===== src/rtl/wir_sequencer.sv =====
// wir_sequencer: IEEE 1500 wrapper instruction register plus WBR sequencing.
// The serial WIR is shifted/updated over WSC. The active instruction is decoded
// into registered WBR mode controls. Shift enables and the WBR clock enable are
// produced combinationally from those controls and the live strobes.
module wir_sequencer #(
  parameter int WIR_LEN = 4,
  parameter int CNT_W   = 8
) (
  input  logic WRCK,
  input  logic RESET,
  input  logic SelectWIR,
  input  logic CaptureWR,
  input  logic ShiftWR,
  input  logic UpdateWR,
  input  logic WSI,
  input  logic WPSE,
  output logic wir_so,
  output logic wir_extest,
  output logic wir_wpp_bypass,
  output logic wir_wbr_concat,
  output logic wir_wpc,
  output logic hold_inputs,
  output logic hold_outputs,
  output logic wse_inputs,
  output logic wse_outputs,
  output logic wbr_clk_en,
  output logic wir_len_err
);

  localparam logic [2:0] WS_BYPASS = 3'd0;
  localparam logic [2:0] WS_EXTEST = 3'd1;
  localparam logic [2:0] WS_INTEST = 3'd2;
  localparam logic [2:0] WP_EXTEST = 3'd3;
  localparam logic [2:0] WP_INTEST = 3'd4;
  localparam logic [2:0] WP_BYPASS = 3'd5;

  logic [WIR_LEN-1:0] shift_reg;
  logic [WIR_LEN-1:0] instr;
  logic [CNT_W-1:0]   cnt;
  logic               len_err;
  logic [2:0]         op;
  logic               multi_strobe;
  logic               wse;

  // Registered mode controls, one cycle behind the active instruction
  logic extest_q, concat_q, wpc_q, wpp_bypass_q, hold_q;

  assign multi_strobe = (CaptureWR & ShiftWR) | (CaptureWR & UpdateWR) | (ShiftWR & UpdateWR);

  // Qualify the opcode: any set upper bit or an unassigned code means WS_BYPASS
  always_comb begin
    op = WS_BYPASS;
    if (((instr >> 3) == '0) && (instr[2:0] <= WP_BYPASS)) op = instr[2:0];
  end

  // WIR shift/update path, shift counter and sticky length/overlap error
  always_ff @(posedge WRCK or posedge RESET) begin
    if (RESET) begin
      shift_reg <= '0;
      instr     <= '0;
      cnt       <= '0;
      len_err   <= 1'b0;
    end else begin
      if (multi_strobe) len_err <= 1'b1;
      if (SelectWIR) begin
        if (CaptureWR) begin
          shift_reg <= {instr[WIR_LEN-1:2], 2'b01};
          cnt       <= '0;
        end else if (ShiftWR) begin
          shift_reg <= {WSI, shift_reg[WIR_LEN-1:1]};
          if (cnt != '1) cnt <= cnt + CNT_W'(1);
        end else if (UpdateWR) begin
          instr <= shift_reg;
          // A well-formed load is exactly WIR_LEN shifts since the last capture
          if (cnt != CNT_W'(WIR_LEN)) len_err <= 1'b1;
        end
      end
    end
  end

  // Decode the active instruction into the WBR mode controls
  always_ff @(posedge WRCK or posedge RESET) begin
    if (RESET) begin
      extest_q     <= 1'b0;
      concat_q     <= 1'b0;
      wpc_q        <= 1'b0;
      wpp_bypass_q <= 1'b0;
      hold_q       <= 1'b0;
    end else begin
      extest_q     <= (op == WS_EXTEST) || (op == WP_EXTEST);
      concat_q     <= (op == WS_EXTEST) || (op == WS_INTEST);
      wpc_q        <= (op == WP_EXTEST) || (op == WP_INTEST) || (op == WP_BYPASS);
      wpp_bypass_q <= (op == WP_BYPASS);
      hold_q       <= (op == WS_EXTEST) || (op == WS_INTEST) ||
                      (op == WP_EXTEST) || (op == WP_INTEST);
    end
  end

  // WBR shift enable: serial modes follow ShiftWR, parallel test modes follow WPSE
  always_comb begin
    wse = 1'b0;
    if (!SelectWIR) begin
      if (concat_q)             wse = ShiftWR;
      else if (hold_q && wpc_q) wse = WPSE;
    end
  end

  assign wse_inputs     = wse;
  assign wse_outputs    = wse;
  // hold_q is exactly "not a bypass instruction"
  assign wbr_clk_en     = !SelectWIR && hold_q &&
                          (CaptureWR || ShiftWR || UpdateWR || (wpc_q && WPSE));
  assign wir_so         = shift_reg[0];
  assign wir_extest     = extest_q;
  assign wir_wbr_concat = concat_q;
  assign wir_wpc        = wpc_q;
  assign wir_wpp_bypass = wpp_bypass_q;
  assign hold_inputs    = hold_q;
  assign hold_outputs   = hold_q;
  assign wir_len_err    = len_err;

endmodule


===== config.mk =====
export PLATFORM = sky130hd
export DESIGN_NAME = wir_sequencer
export DESIGN_NICKNAME = d
export VERILOG_FILES = /design/src/rtl/wir_sequencer.sv
export SDC_FILE = /design/constraint.sdc
export NUM_CORES = 1
export LEC_CHECK = 0
export ABC_AREA = 1
export CORE_MARGIN = 3
export CORE_UTILIZATION = 44
export DETAILED_ROUTE_END_ITERATION = 16
export PLACE_DENSITY = 0.8
export SYNTH_ARGS = -nofsm -noshare
export SYNTH_HDL_FRONTEND = slang
export SYNTH_SLANG_ARGS = --single-unit
export TNS_END_PERCENT = 20

===== constraint.sdc =====
create_clock -name WRCK -period 2.2 [get_ports WRCK]
set_clock_uncertainty 0.05 [all_clocks]
set_input_delay 0.33 -clock WRCK [delete_from_list [all_inputs] [get_ports WRCK]]
set_output_delay 0.33 -clock WRCK [all_outputs]
set_load 0.005 [all_outputs]

### After elaboration in Yosys (flattened, before gate mapping)

Index checks and enable logic that the tools add are counted.

| word-level totals | value |
|---|---|
| bits in writable memories | 0 |
| latch bits | 0 |
| memory bits (read-only) | 0 |
| register bits after elaboration | 22 |
| output and inout bits | 11 |
| memories kept | 0 |
| word-level logic and storage cells | 61 |
| input bits | 8 |

| operators by class | value |
|---|---|
| order comparisons | 1 |
| add/sub/neg operators | 1 |
| muxes and demuxes | 15 |
| bitwise logic cells | 7 |
| reductions and logical operators | 21 |
| div/mod/pow operators | 0 |
| $mul | 0 |
| equality and inequality tests | 7 |
| shift-type cells | 0 |

Operator list:

| kind | count |
|---|---|
| $mux 8 | 3 |
| $logic_or 1x1->1 | 9 |
| $mux 1 | 9 |
| $add 8x1->8 const B | 1 |
| $mux 4 | 2 |
| $ne 8x3->1 const B | 1 |
| $ne 8x8->1 const B | 1 |
| $eq 3x2->1 const B | 2 |
| $eq 3x3->1 const B | 2 |
| $logic_and 1x1->1 | 5 |
| $logic_not 4->1 | 1 |
| $reduce_and 4->1 | 1 |
| $reduce_bool 2->1 | 2 |
| $and 1x1->1 | 3 |
| $eq 3x1->1 const B | 1 |
| $le 3x3->1 const B | 1 |
| $mux 3 | 1 |
| $reduce_and 3->1 | 1 |
| $not 1->1 | 2 |
| $or 1x1->1 | 2 |
| $reduce_and 2->1 | 1 |
| $logic_not 1->1 | 1 |

### Longest topological paths before layout

Gate-level depths: netlist (run 1).

| logic depth | value |
|---|---|
| word-level depth | 9 |
| gate-level depth with buffers | 7 |
| mapped depth without buffers | 7 |

### Worst setup path before layout (run 1)

Ideal clock, no wire load.

| path | value |
|---|---|
| kind | reg2out |
| start | register concat_q, in the netlist wir_wbr_concat |
| end | output wse_outputs |
| arrival time | 0.891 ns |
| cell stages (with the launch flop) | 5 |
| data required time | 1.820 ns |
| buffers on the path | 1 |
| slack | 0.929 ns |
| path through | dfrtp_1 nor3b_1 a21oi_1 nor2_1 buf_4 |

| on the way | value |
|---|---|
| longest elaborated chain between the ends | 2 |

RTL lines:

| what | line | source |
|---|---|---|
| from (decl) | 46 | `logic extest_q, concat_q, wpc_q, wpp_bypass_q, hold_q;` |
| from (signal assigned) | 91 | `concat_q <= (op == WS_EXTEST) \|\| (op == WS_INTEST);` |
| $mux 1 | 103 | `if (concat_q) wse = ShiftWR;` |
| $mux 1 | 102 | `if (!SelectWIR) begin` |
| to (decl) | 25 | `output logic wse_outputs,` |

Every way passes these cells.

### Worst setup path after layout (run 1)

| path | value |
|---|---|
| start | input ShiftWR |
| end | output wbr_clk_en |

| on the way | value |
|---|---|
| longest elaborated chain between the ends | 4 |

RTL lines:

| what | line | source |
|---|---|---|
| from (decl) | 13 | `input logic ShiftWR,` |
| $logic_or 1x1->1 (3 in a row) | 112 | `(CaptureWR \|\| ShiftWR \|\| UpdateWR \|\| (wpc_q && WPSE));` |
| $logic_and 1x1->1 | 111 | `assign wbr_clk_en = !SelectWIR && hold_q &&` |
| to (decl) | 26 | `output logic wbr_clk_en,` |

Every way passes these cells.

==> metrics.md, run 1 <==
| Metric | Value |
|---|---|
| Status | `completed` |
| Hpwl dp | `approximately 1800 um` |
| Worst setup SP type | `input pin` |
| Reg area | `~550 um2` |
| Gp weighted congestion | `approximately 0.84` |
| Reg2Reg Setup Slack | `between 0.7 and 0.8 ns` |
| Max reg flops | `8` |
| First-pass GRT wire length | `approximately 4000 um` |
| I/O pin total | `19` |
| Worst Tran Pin Value | `0.395 ns` |
| Overflow after GRT | `0` |
| Post-CTS Hold Buffers | `0` |
| Dpl cells | `between 150 and 200` |
| Clock Latency Late Sink | `a little over 0.3 ns` |
| Cell area after synthesis | `approximately 0.0012 mm2` |
| Rows | `18` |
| Full die area | `between 0.003 and 0.004 mm2` |
| Synth area leader | `dfrtp_1` |
| NetSw | `around 0.00029 W` |
| FF-to-FF path depth | `7` |
| P_int | `0.000790 W` |
| Final Hold Vio Count | `0` |
| RSZ-0062 raised after global routing | `false` |
| Comb power frac | `0.243` |
| Initial Utilization | `0.471` |
| Syn nets | `approximately 160` |
| Lkg Pwr | `approximately 0.72 nW` |
| Async SR Flop Fraction | `1.00` |
| Crit. Startpoint | `ShiftWR` |
| IO buf count | `18` |
| Die Width | `~58 um` |
| Initial antenna violation count | `0` |
| DR DRC count | `0` |
| Sw frac | `0.270` |
| Crit path kind | `in -> out` |
| Grt met2 use | `0.260` |
| Htree depth | `1` |
| Critical path capture point type | `output pin` |
| Minimum clock period after layout | `between 1.5 and 2 ns` |
| Signal arrival time at the worst endpoint | `approximately 1.6 ns` |
| Core Util, Final | `0.584` |
| Nets | `179` |
| Max VDD drop | `roughly 0.63 mV` |
| Root buffer cell | `clkbuf_4` |
| Routed WL | `~2200 um` |
| Syn avg cell area | `a little over 8 um2` |
| Via count | `1025` |
| Clk slew on worst S/H paths | `roughly 0.12 ns` |
| Largest net degree at the start of global routing | `14` |
| Multi-input gate area | `between 500 and 600 um2` |
| Top cells by area, synth | `dfrtp_1 (46%), nand2_1 (10%), inv_1 (5.9%)` |
| Max Cap Viol | `0` |
| Clk buf depth | `2` |
| Pwr dens | `729 mW/mm2` |
| Fraction of layout cells with a size suffix above 1 | `0.137` |
| Wire length per cell | `between 10 and 15 um` |
| Routed vias/inst | `a little over 5` |
| All-Layer GR Usage | `0.149` |
| Die Ht | `58.2 um` |
| Fillers | `between 200 and 250` |
| Clk sinks | `22` |
| Synthesized instance count | `146` |
| Synth Warn # | `0` |
| Fin cells | `198` |
| Post-CTS Setup Repair Bufs | `0` |
| Reg-to-Reg End | `cnt[6]` |
| Max Fclk | `between 500 and 600 MHz` |
| Post-synth EDFFs | `0` |
| Setup TNS | `0 ns` |
| Setup-failing EPs final | `0` |
| CP Max Fanout | `3` |
| Part of the power in registers | `0.475` |
| Most used flip-flop cell after synthesis | `dfrtp_1` |
| ANT cells | `0` |
| Seq cells post-synth | `22` |
| Vias in the first global route | `about 980` |
| GR Layer Usage met1 | `0.179` |
| Overall Power | `~0.0011 W` |
| Clock Power Share | `0.282` |
| Required time of the critical path | `between 1.5 and 2 ns` |
| Slew Viols, Final | `0` |
| Placeable Area | `0.00254 mm2` |
| Synth unique cells | `24` |
| Top cell type's share of synthesized area | `0.459` |
| Worst Hold Class | `in -> async` |
| Register area share after synthesis | `0.459` |
| Period utilisation layout | `0.899` |
| Pre-Repair DR Iteration Count | `4` |
| Top Usage Layer GRT | `met2` |
| Clock buffer count from CTS | `3` |
| CP Capture Point | `wbr_clk_en` |
| Met3 usage | `0.0156` |
| Syn-to-layout area delta | `23.8%` |
| Relative slew slack | `0.736` |
| Initial detailed-routing violation count | `33` |
| CTS tree | `yes` |
| Worst R2R Start | `cnt[0]` |
| Post-route ant nets | `0` |
[metal layers]
layer,wire length (um),up-vias
li1,-,519
met1,1030,485
met2,1110,19
met3,80,2
met4,25,0
met5,0,-
[power groups by stage]
stage                     combinational, W  sequential (W)  clock, W
after floorplan                   0.000141        0.000516         0
after global placement            0.000258        0.000518         0
after detailed placement          0.000264        0.000522         0
after CTS                         0.000265        0.000514  0.000313
after global routing              0.000295        0.000524  0.000334
final                             0.000263        0.000514  0.000305
[timing repair]
item,in CTS,in global routing
hold endpoints to repair,0,0
endpoints found under the setup margin,0,2
gates resized for setup,0,3
[critical path, cell delays in order]
cell and delay, ns:
clkdlybuf4s50_1 0.53, nor2_2 0.06, nand3_1 0.06, nand3_1 0.07, inv_1 0.05, clkdlybuf4s50_1 0.49
[cell usage after synthesis, types with 4 or more instances]
cell and n:
nand2_1 32, dfrtp_1 22, inv_1 19, nor2_1 14, nand3_1 11, o21ai_0 9, nand4_1 5, o211ai_1 5
o21ai_1 4
[logic make-up (layout without fill, tap and decap cells)]
group	Yosys count	after routing	share of synthesized area
flip-flops	22	22	0.459
buffers and inverters	25	47	0.0865
AO/OA/AOI/OAI	24	24	0.133
AND/OR/NAND/NOR	72	72	0.293
XOR/XNOR	1	1	0.00730
adder cells (fa/ha/maj)	2	2	0.0209
[worst min-delay path by stage]
stage | depth (start not counted) | slack [ns] | to | start
2_1_floorplan | 1 | 0.27 | cnt[0] | RESET
3_3_place_gp | 2 | 0.42 | wir_len_err | wir_len_err
3_5_place_dp | 2 | 0.43 | wir_len_err | wir_len_err
4_1_cts | 2 | 0.26 | wir_wpc | RESET
5_1_grt | 2 | 0.27 | hold_inputs | RESET
6_report | 2 | 0.25 | wir_wpc | RESET
[layout make-up]
| class | count | share of cell area |
|---|---|---|
| well taps | 30 | 0.0253 |
| clock buffers | 3 | 0.0152 |
| inverters | 21 | 0.0531 |
| repair buffers | 22 | 0.145 |
| flip-flops and latches | 22 | 0.371 |
| clock inverters | 1 | 0.0202 |
| multi-input cells | 99 | 0.371 |
[cell usage in the layout (no fill, tap or decap), types with 5 or more instances in the layout]
master           count
clkdlybuf4s50_1     16
nand2_1             32
o211ai_1             5
nand3_1             11
inv_1               19
nor2_1              14
o21ai_0              9
dfrtp_1             22
nand4_1              5
[through the flow]
stage / hold slack [ns] / setup WS [ns] / instance area [um2]
global route: 0.266 / 0.133 / 1490
finish: 0.246 / 0.222 / 1490
detailed placement: 0.431 / 0.0651 / 1420
CTS: 0.257 / 0.0615 / 1480
floorplan: 0.269 / 0.929 / 1200
global placement: 0.423 / 0.133 / 1420
Power figures use the tool's default switching activity.
==> run 2: changes to the inputs <==
--- a/config.mk
+++ b/config.mk
@@ -5,7 +5,6 @@
 export SDC_FILE = /design/constraint.sdc
 export NUM_CORES = 1
 export LEC_CHECK = 0
-export ABC_AREA = 1
 export CORE_MARGIN = 3
 export CORE_UTILIZATION = 44
 export DETAILED_ROUTE_END_ITERATION = 16
==> run 2 against run 1 <==
First-iteration DRC count rose by 18%. Largest cell class unchanged. Sequential share of layout area is 2.4 points higher. Sequential power grew 8.0%. Maximum frequency shrank 5.2%. Synthesized cell count fell by 25%. Worst setup slack worse by 0.11 ns. Final cell count fell by 20%. Count of clock-buffer cells in the layout stayed put. Design area down 6.0%. Combinational power increased by 8.0%. Power grew 6.0%. Critical path type unchanged.
==> metrics.md, run 2 <==
| Metric | Value |
|---|---|
| Relative slew slack | `0.711 (-0.0247)` |
| Max Cap Viol | `0 (unchanged)` |
| Most frequent cell after synthesis | `dfrtp_1` |
| Reg2Reg Setup Slack | `0.49 ns (-0.27 ns)` |
| Required time of the critical path | `1.82 ns (about the same)` |
| Post-CTS Setup Repair Bufs | `0 (unchanged)` |
| Max VDD drop | `0.493 mV (-21%)` |
| Most used flip-flop cell after synthesis | `dfrtp_1` |
| Reg area | `551 um2 (unchanged)` |
| Minimum clock period after layout | `2.09 ns (+0.109 ns)` |
| Worst R2R Start | `cnt[1]` |
| Signal arrival time at the worst endpoint | `1.71 ns (+0.11 ns)` |
| Worst Tran Pin Value | `0.422 ns (+0.0266 ns)` |
| Fillers | `197 (-11%)` |
| Gp weighted congestion | `0.964 (+15%)` |
| Clk sinks | `22 (unchanged)` |
| Rows | `17 (-1)` |
| Syn nets | `119 (-24%)` |
| Post-synth EDFFs | `0 (unchanged)` |
| Die Ht | `56.3 um (-3.3%)` |
| Final Hold Vio Count | `0 (unchanged)` |
| Multi-input gate area | `510 um2 (-7.3%)` |
| Period utilisation layout | `0.949 (+0.0497)` |
| Max Fclk | `479 MHz (-5.2%)` |
| Routed vias/inst | `5.84 (+13%)` |
| Synth cell count leaders | `dfrtp_1 (22), nand2_1 (10), nor2_1 (7), a21oi_1 (6), inv_1 (6)` |
| Initial antenna violation count | `0 (unchanged)` |
| CP Max Fanout | `2 (-1)` |
| First-pass GRT wire length | `4050 um (+3.2%)` |
| Nets | `141 (-21%)` |
| I/O pin total | `19 (unchanged)` |
| Die Width | `56.3 um (-3.3%)` |
| Clock buffer count from CTS | `3 (unchanged)` |
| Syn-to-layout area delta | `25.4%` |
| Via count | `923 (-10%)` |
| Placeable Area | `0.00230 mm2 (-9.7%)` |
| Async SR Flop Fraction | `1.00 (unchanged)` |
| RSZ-0062 raised after global routing | `false` |
| Commonest cells after routing, fill and taps aside | `dfrtp_1 (22), clkdlybuf4s50_1 (18), nand2_1 (10)` |
| Most common cell after layout, fill and taps aside | `dfrtp_1` |
| Setup-failing EPs final | `0 (unchanged)` |
| Pwr dens | `821 mW/mm2 (+13%)` |
| CTS tree | `yes` |
| Synth area leader | `dfrtp_1` |
| All-Layer GR Usage | `0.161 (+0.0113)` |
| Overall Power | `0.00115 W (+6.0%)` |
| Clock Latency Late Sink | `0.31 ns (about the same)` |
| Status | `completed` |
| Post-route ant nets | `0 (unchanged)` |
| Root buffer cell | `clkbuf_4` |
| Worst Hold Class | `in -> async` |
| Register area share after synthesis | `0.494 (+0.0356)` |
| Full die area | `0.00317 mm2 (-6.5%)` |
| Slew Viols, Final | `0 (unchanged)` |
| DR DRC count | `0 (unchanged)` |
| Reg-to-Reg End | `cnt[5]` |
| Crit path kind | `in -> out` |
| Fraction of layout cells with a size suffix above 1 | `0.138 (+0.00156)` |
| Setup TNS | `0 ns (unchanged)` |
| Lkg Pwr | `0.598 nW (-16%)` |
| Overflow after GRT | `0 (unchanged)` |
| Synth Warn # | `0 (unchanged)` |
| Max reg flops | `8 (unchanged)` |
| Worst setup SP type | `input pin` |
| Vias in the first global route | `879 (-9.8%)` |
| FF-to-FF path depth | `4 (-3)` |
| Clk slew on worst S/H paths | `0.13 ns (about the same)` |
| Synthesized instance count | `109 (-25%)` |
| Critical path capture point type | `output pin` |
| Pre-Repair DR Iteration Count | `4 (unchanged)` |
| Cell area after synthesis | `0.00111 mm2 (-7.2%)` |
| Top cell type's share of synthesized area | `0.494 (+0.0356)` |
| Hpwl dp | `1770 um (-1.3%)` |
| Synth unique cells | `40 (+67%)` |
| Clk buf depth | `2 (unchanged)` |
| Wire length per cell | `15.4 um (+36%)` |
| Top cells by area, synth | `dfrtp_1 (49%), mux2_2 (5.1%), nand2_1 (3.4%)` |
| Syn avg cell area | `10.2 um2 (+24%)` |
| ANT cells | `0 (unchanged)` |
| IO buf count | `18 (unchanged)` |
| Seq cells post-synth | `22 (unchanged)` |
| Initial detailed-routing violation count | `39 (+18%)` |
| Htree depth | `1 (unchanged)` |
| Largest net degree at the start of global routing | `23 (+9)` |
| Routed WL | `2440 um (+8.4%)` |
| Initial Utilization | `0.485 (+0.0133)` |
-- run 2: cell types whose count changed in the layout (fill, tap and decap cells not counted), moves of 5 or more --
cell / change
inv_1: -13
nor2_1: -7
mux2_2: +5
a21oi_1: +5
o21ai_0: -6
nand3_1: -9
nand2_1: -22
-- run 2: logic make-up after synthesis --
| family | Yosys count | share of synthesized area |
|---|---|---|
| AND/OR/NAND/NOR | 37 | 0.176 |
| adder cells (fa/ha/maj) | 3 | 0.0315 |
| buffers and inverters | 13 | 0.0528 |
| AO/OA/AOI/OAI | 25 | 0.161 |
| multiplexers | 7 | 0.0685 |
| flip-flops | 22 | 0.494 |
| XOR/XNOR | 2 | 0.0157 |
-- run 2: worst max-delay path, cell delays in order --
cell and delay (ns):
clkdlybuf4s50_1 0.45, a2111oi_2 0.37, nor3b_1 0.09, clkdlybuf4s50_1 0.46
-- run 2: power breakdown --
group | total (W) | internal [W] | switching (W)
clock network | 0.000308 | 0.000184 | 0.000124
registers | 0.000555 | 0.000476 | 0.0000790
logic | 0.000284 | 0.000176 | 0.000108
-- run 2: timing repair --
item | 4_1_cts | 5_1_grt
endpoints found under the setup margin | 1 | 1
hold buffers | 0 | 0
pin swaps | 0 | 0
endpoints found under the hold margin | 0 | 0
resized for setup | 1 | 1
-- run 2: area by class of cell --
| class | count | share of cell area |
|---|---|---|
| flip-flops and latches | 22 | 0.394 |
| multi-input cells | 74 | 0.366 |
| repair buffers | 24 | 0.161 |
| well taps | 28 | 0.0251 |
| clock inverters | 1 | 0.0215 |
| clock buffers | 3 | 0.0161 |
| inverters | 6 | 0.0161 |
-- run 2: worst max-delay path by stage --
stage               from          to  depth (start not counted)
5_1_grt          ShiftWR  wbr_clk_en                          4
6_report       CaptureWR  wbr_clk_en                          4
3_5_place_dp     ShiftWR  wbr_clk_en                          4
2_1_floorplan     cnt[0]      cnt[0]                          5
3_3_place_gp   CaptureWR  wbr_clk_en                          4
4_1_cts          ShiftWR  wbr_clk_en                          4
-- run 2: through the flow --
stage / cells / hold WS, ns / utilization / cell area (um2) / worst slack (ns)
after floorplan: 109 / 0.269 / - / 1110 / 0.617
after global placement: 154 / 0.396 / 0.582 / 1340 / 0.176
after detailed placement: 154 / 0.411 / 0.582 / 1340 / 0.0121
after CTS: 158 / 0.299 / 0.606 / 1390 / 0.0524
after global routing: 158 / 0.325 / 0.608 / 1400 / 0.0389
final: 158 / 0.294 / 0.608 / 1400 / 0.112
-- run 2: routing by layer --
metal  vias to the layer above  part of all wire  global-route usage  routed length (um)
li1                        444                 -                   -                   -
met1                       444              0.45               0.219                1110
met2                        35              0.49               0.254                1190
met3                         0             0.059              0.0207                 143
met4                         0                 0              0.0712                   0
met5                         -                 0                   0                   0
==> run 3: changes to the inputs <==
--- a/config.mk
+++ b/config.mk
@@ -9,6 +9,7 @@
 export CORE_UTILIZATION = 44
 export DETAILED_ROUTE_END_ITERATION = 16
 export PLACE_DENSITY = 0.8
+export SLEW_MARGIN = 20
 export SYNTH_ARGS = -nofsm -noshare
 export SYNTH_HDL_FRONTEND = slang
 export SYNTH_SLANG_ARGS = --single-unit
==> constraint.sdc (replaced) <==
create_clock -name WRCK -period 2.2 [get_ports WRCK]
set_clock_uncertainty 0.05 [all_clocks]
set_input_delay 0.55 -clock WRCK [delete_from_list [all_inputs] [get_ports WRCK]]
set_output_delay 0.55 -clock WRCK [all_outputs]
set_load 0.005 [all_outputs]
==> run 3 against run 2 <==
Combinational power increased by 3%. Core utilization increased by 1.6 points. Die area unchanged. Hold slack improved by 0.13 ns. Power increased by 1.1%. Sequential share of layout area decreased by 1.0 points. Critical path depth unchanged. Final cell count increased by 1.9%. Non-clock buffer count increased by 3. Register-to-register slack improved by 0.05 ns. Design area increased by 2.7%. Largest cell class unchanged.
==> metrics.md, run 3 (same netlist as run 2, synthesis figures left out) <==
| Metric | Value |
|---|---|
| Max Fclk | `473 MHz (-1.2%)` |
| Status | `completed` |
| Minimum clock period after layout | `2.11 ns (+0.0257 ns)` |
| Clock Latency Late Sink | `0.32 ns (about the same)` |
| Initial Utilization | `0.485 (unchanged)` |
| Multi-input gate area | `527 um2 (+3.2%)` |
| Routed WL | `2490 um (+2.2%)` |
| Relative slew slack | `0.757 (+0.0452)` |
| Period utilisation layout | `0.961 (+0.0117)` |
| Worst setup SP type | `input pin` |
| Reg area | `551 um2 (unchanged)` |
| Clk sinks | `22 (unchanged)` |
| Nets | `144 (+2.1%)` |
| Crit path kind | `in -> out` |
| Rows | `17 (unchanged)` |
| Die Ht | `56.3 um (unchanged)` |
| CP Max Fanout | `2 (unchanged)` |
| Commonest cells after routing, fill and taps aside | `dfrtp_1 (22), nand2_1 (10), clkdlybuf4s50_1 (10)` |
| Setup TNS | `0 ns (unchanged)` |
| Dpl cells | `156 (+1.3%)` |
| Lkg Pwr | `0.653 nW (+9.3%)` |
| Setup-failing EPs final | `0 (unchanged)` |
| IO buf count | `18 (unchanged)` |
| Fin cells | `161 (+1.9%)` |
| ANT cells | `0 (unchanged)` |
| Full die area | `0.00317 mm2 (unchanged)` |
| Critical path capture point type | `output pin` |
| DR DRC count | `0 (unchanged)` |
| Fillers | `191 (-3.0%)` |
| Largest net degree at the start of global routing | `23 (unchanged)` |
| Clk slew on worst S/H paths | `0.12 ns (about the same)` |
| Worst Tran Pin Value | `0.356 ns (-0.0661 ns)` |
| Final Hold Vio Count | `0 (unchanged)` |
| Worst Hold Class | `reg -> reg` |
| Via count | `934 (+1.2%)` |
| Vias in the first global route | `926 (+5.3%)` |
| I/O pin total | `19 (unchanged)` |
| Core Util, Final | `0.624 (+0.0163)` |
| CTS tree | `yes` |
| All-Layer GR Usage | `0.171 (+0.00998)` |
| Gp weighted congestion | `0.987 (+2.4%)` |
| Routed vias/inst | `5.80 (-0.69%)` |
| Overflow after GRT | `0 (unchanged)` |
| Die Width | `56.3 um (unchanged)` |
| Overall Power | `0.00116 W (+1.1%)` |
| First-pass GRT wire length | `4200 um (+3.8%)` |
| Placeable Area | `0.00230 mm2 (unchanged)` |
| Post-route ant nets | `0 (unchanged)` |
| Slew Viols, Final | `0 (unchanged)` |
| Most common cell after layout, fill and taps aside | `dfrtp_1` |
| Clock buffer count from CTS | `3 (unchanged)` |
| Required time of the critical path | `1.60 ns (-0.22 ns)` |
| Max reg flops | `8 (unchanged)` |
| Root buffer cell | `clkbuf_4` |
| Fraction of layout cells with a size suffix above 1 | `0.165 (+0.0270)` |
| Clk buf depth | `2 (unchanged)` |
| Max VDD drop | `0.704 mV (+43%)` |
| Wire length per cell | `15.5 um (+0.27%)` |
| Pwr dens | `809 mW/mm2 (-1.5%)` |
| Max Cap Viol | `0 (unchanged)` |
| Htree depth | `1 (unchanged)` |
| Pre-Repair DR Iteration Count | `6 (+2)` |
| Signal arrival time at the worst endpoint | `1.51 ns (-0.20 ns)` |
| Initial detailed-routing violation count | `12 (-69%)` |
| Syn-to-layout area delta | `28.8%` |
| Initial antenna violation count | `0 (unchanged)` |
| RSZ-0062 raised after global routing | `false` |
| Hpwl dp | `1810 um (+2.2%)` |
==> run 3: cell count changes in the layout (fill, tap and decap cells not counted), moves of 2 or more <==
cell / before / now
buf_4: 6 / 9
clkdlybuf4s50_1: 18 / 10
dlygate4sd2_1: 0 / 5
dlymetal6s2s_1: 0 / 2
==> run 3: report_power, final <==
part	internal (W)	total, W	switching [W]
clock	0.000184	0.000313	0.000128
combinational	0.000181	0.000292	0.000111
sequential	0.000476	0.000555	0.0000787
total	0.000842	0.00116	0.000318
==> run 3: layer usage <==
metal / GRT usage / share of wire / vias up
li1: - / - / 447
met2: 0.285 / 0.49 / 38
met3: 0.0322 / 0.065 / 10
met4: 0.0949 / 0.031 / 0
met5: 0 / 0 / -
met1: 0.205 / 0.41 / 439
==> run 3: per-stage QoR <==
step	setup slack [ns]	area [um2]	hold WS (ns)
after CTS	0.00432	1420	0.429
after floorplan	0.439	1110	0.400
after detailed placement	-0.496	1350	0.400
after global placement	-0.273	1350	0.395
after global routing	0.0223	1430	0.446
final	0.0866	1430	0.425
==> run 3: final timing paths <==
check                          endpoint  cells past startpoint  slack, ns   startpoint
max in group asynchronous  shift_reg[3]                      3       1.34        RESET
setup reg to reg                 cnt[3]                      4       0.54       cnt[1]
hold reg to reg             wir_len_err                      1       0.43  wir_len_err
setup / recovery             wbr_clk_en                      4       0.09     UpdateWR
min in group asynchronous    wir_extest                      3       0.54        RESET
hold / removal              wir_len_err                      1       0.43  wir_len_err
==> run 3: worst max-delay path, stage by stage <==
cell and delay (ns):
dlygate4sd2_1 0.28, a2111oi_4 0.34, nor3b_1 0.08, dlygate4sd2_1 0.27
==> run 3: repair_timing <==
| item | in CTS | in global routing |
|---|---|---|
| setup endpoints to repair | 3 | 2 |
| resized for setup | 11 | 2 |
| hold buffers | 0 | 0 |
| buffers inserted | 0 | 1 |
| pin swaps | 2 | 1 |
==> run 3: final cells by class <==
type / count / share of cell area
flip-flops and latches: 22 / 0.384
multi-input cells: 74 / 0.367
repair buffers: 27 / 0.172
well taps: 28 / 0.0244
clock inverters: 1 / 0.0209
clock buffers: 3 / 0.0157
inverters: 6 / 0.0157
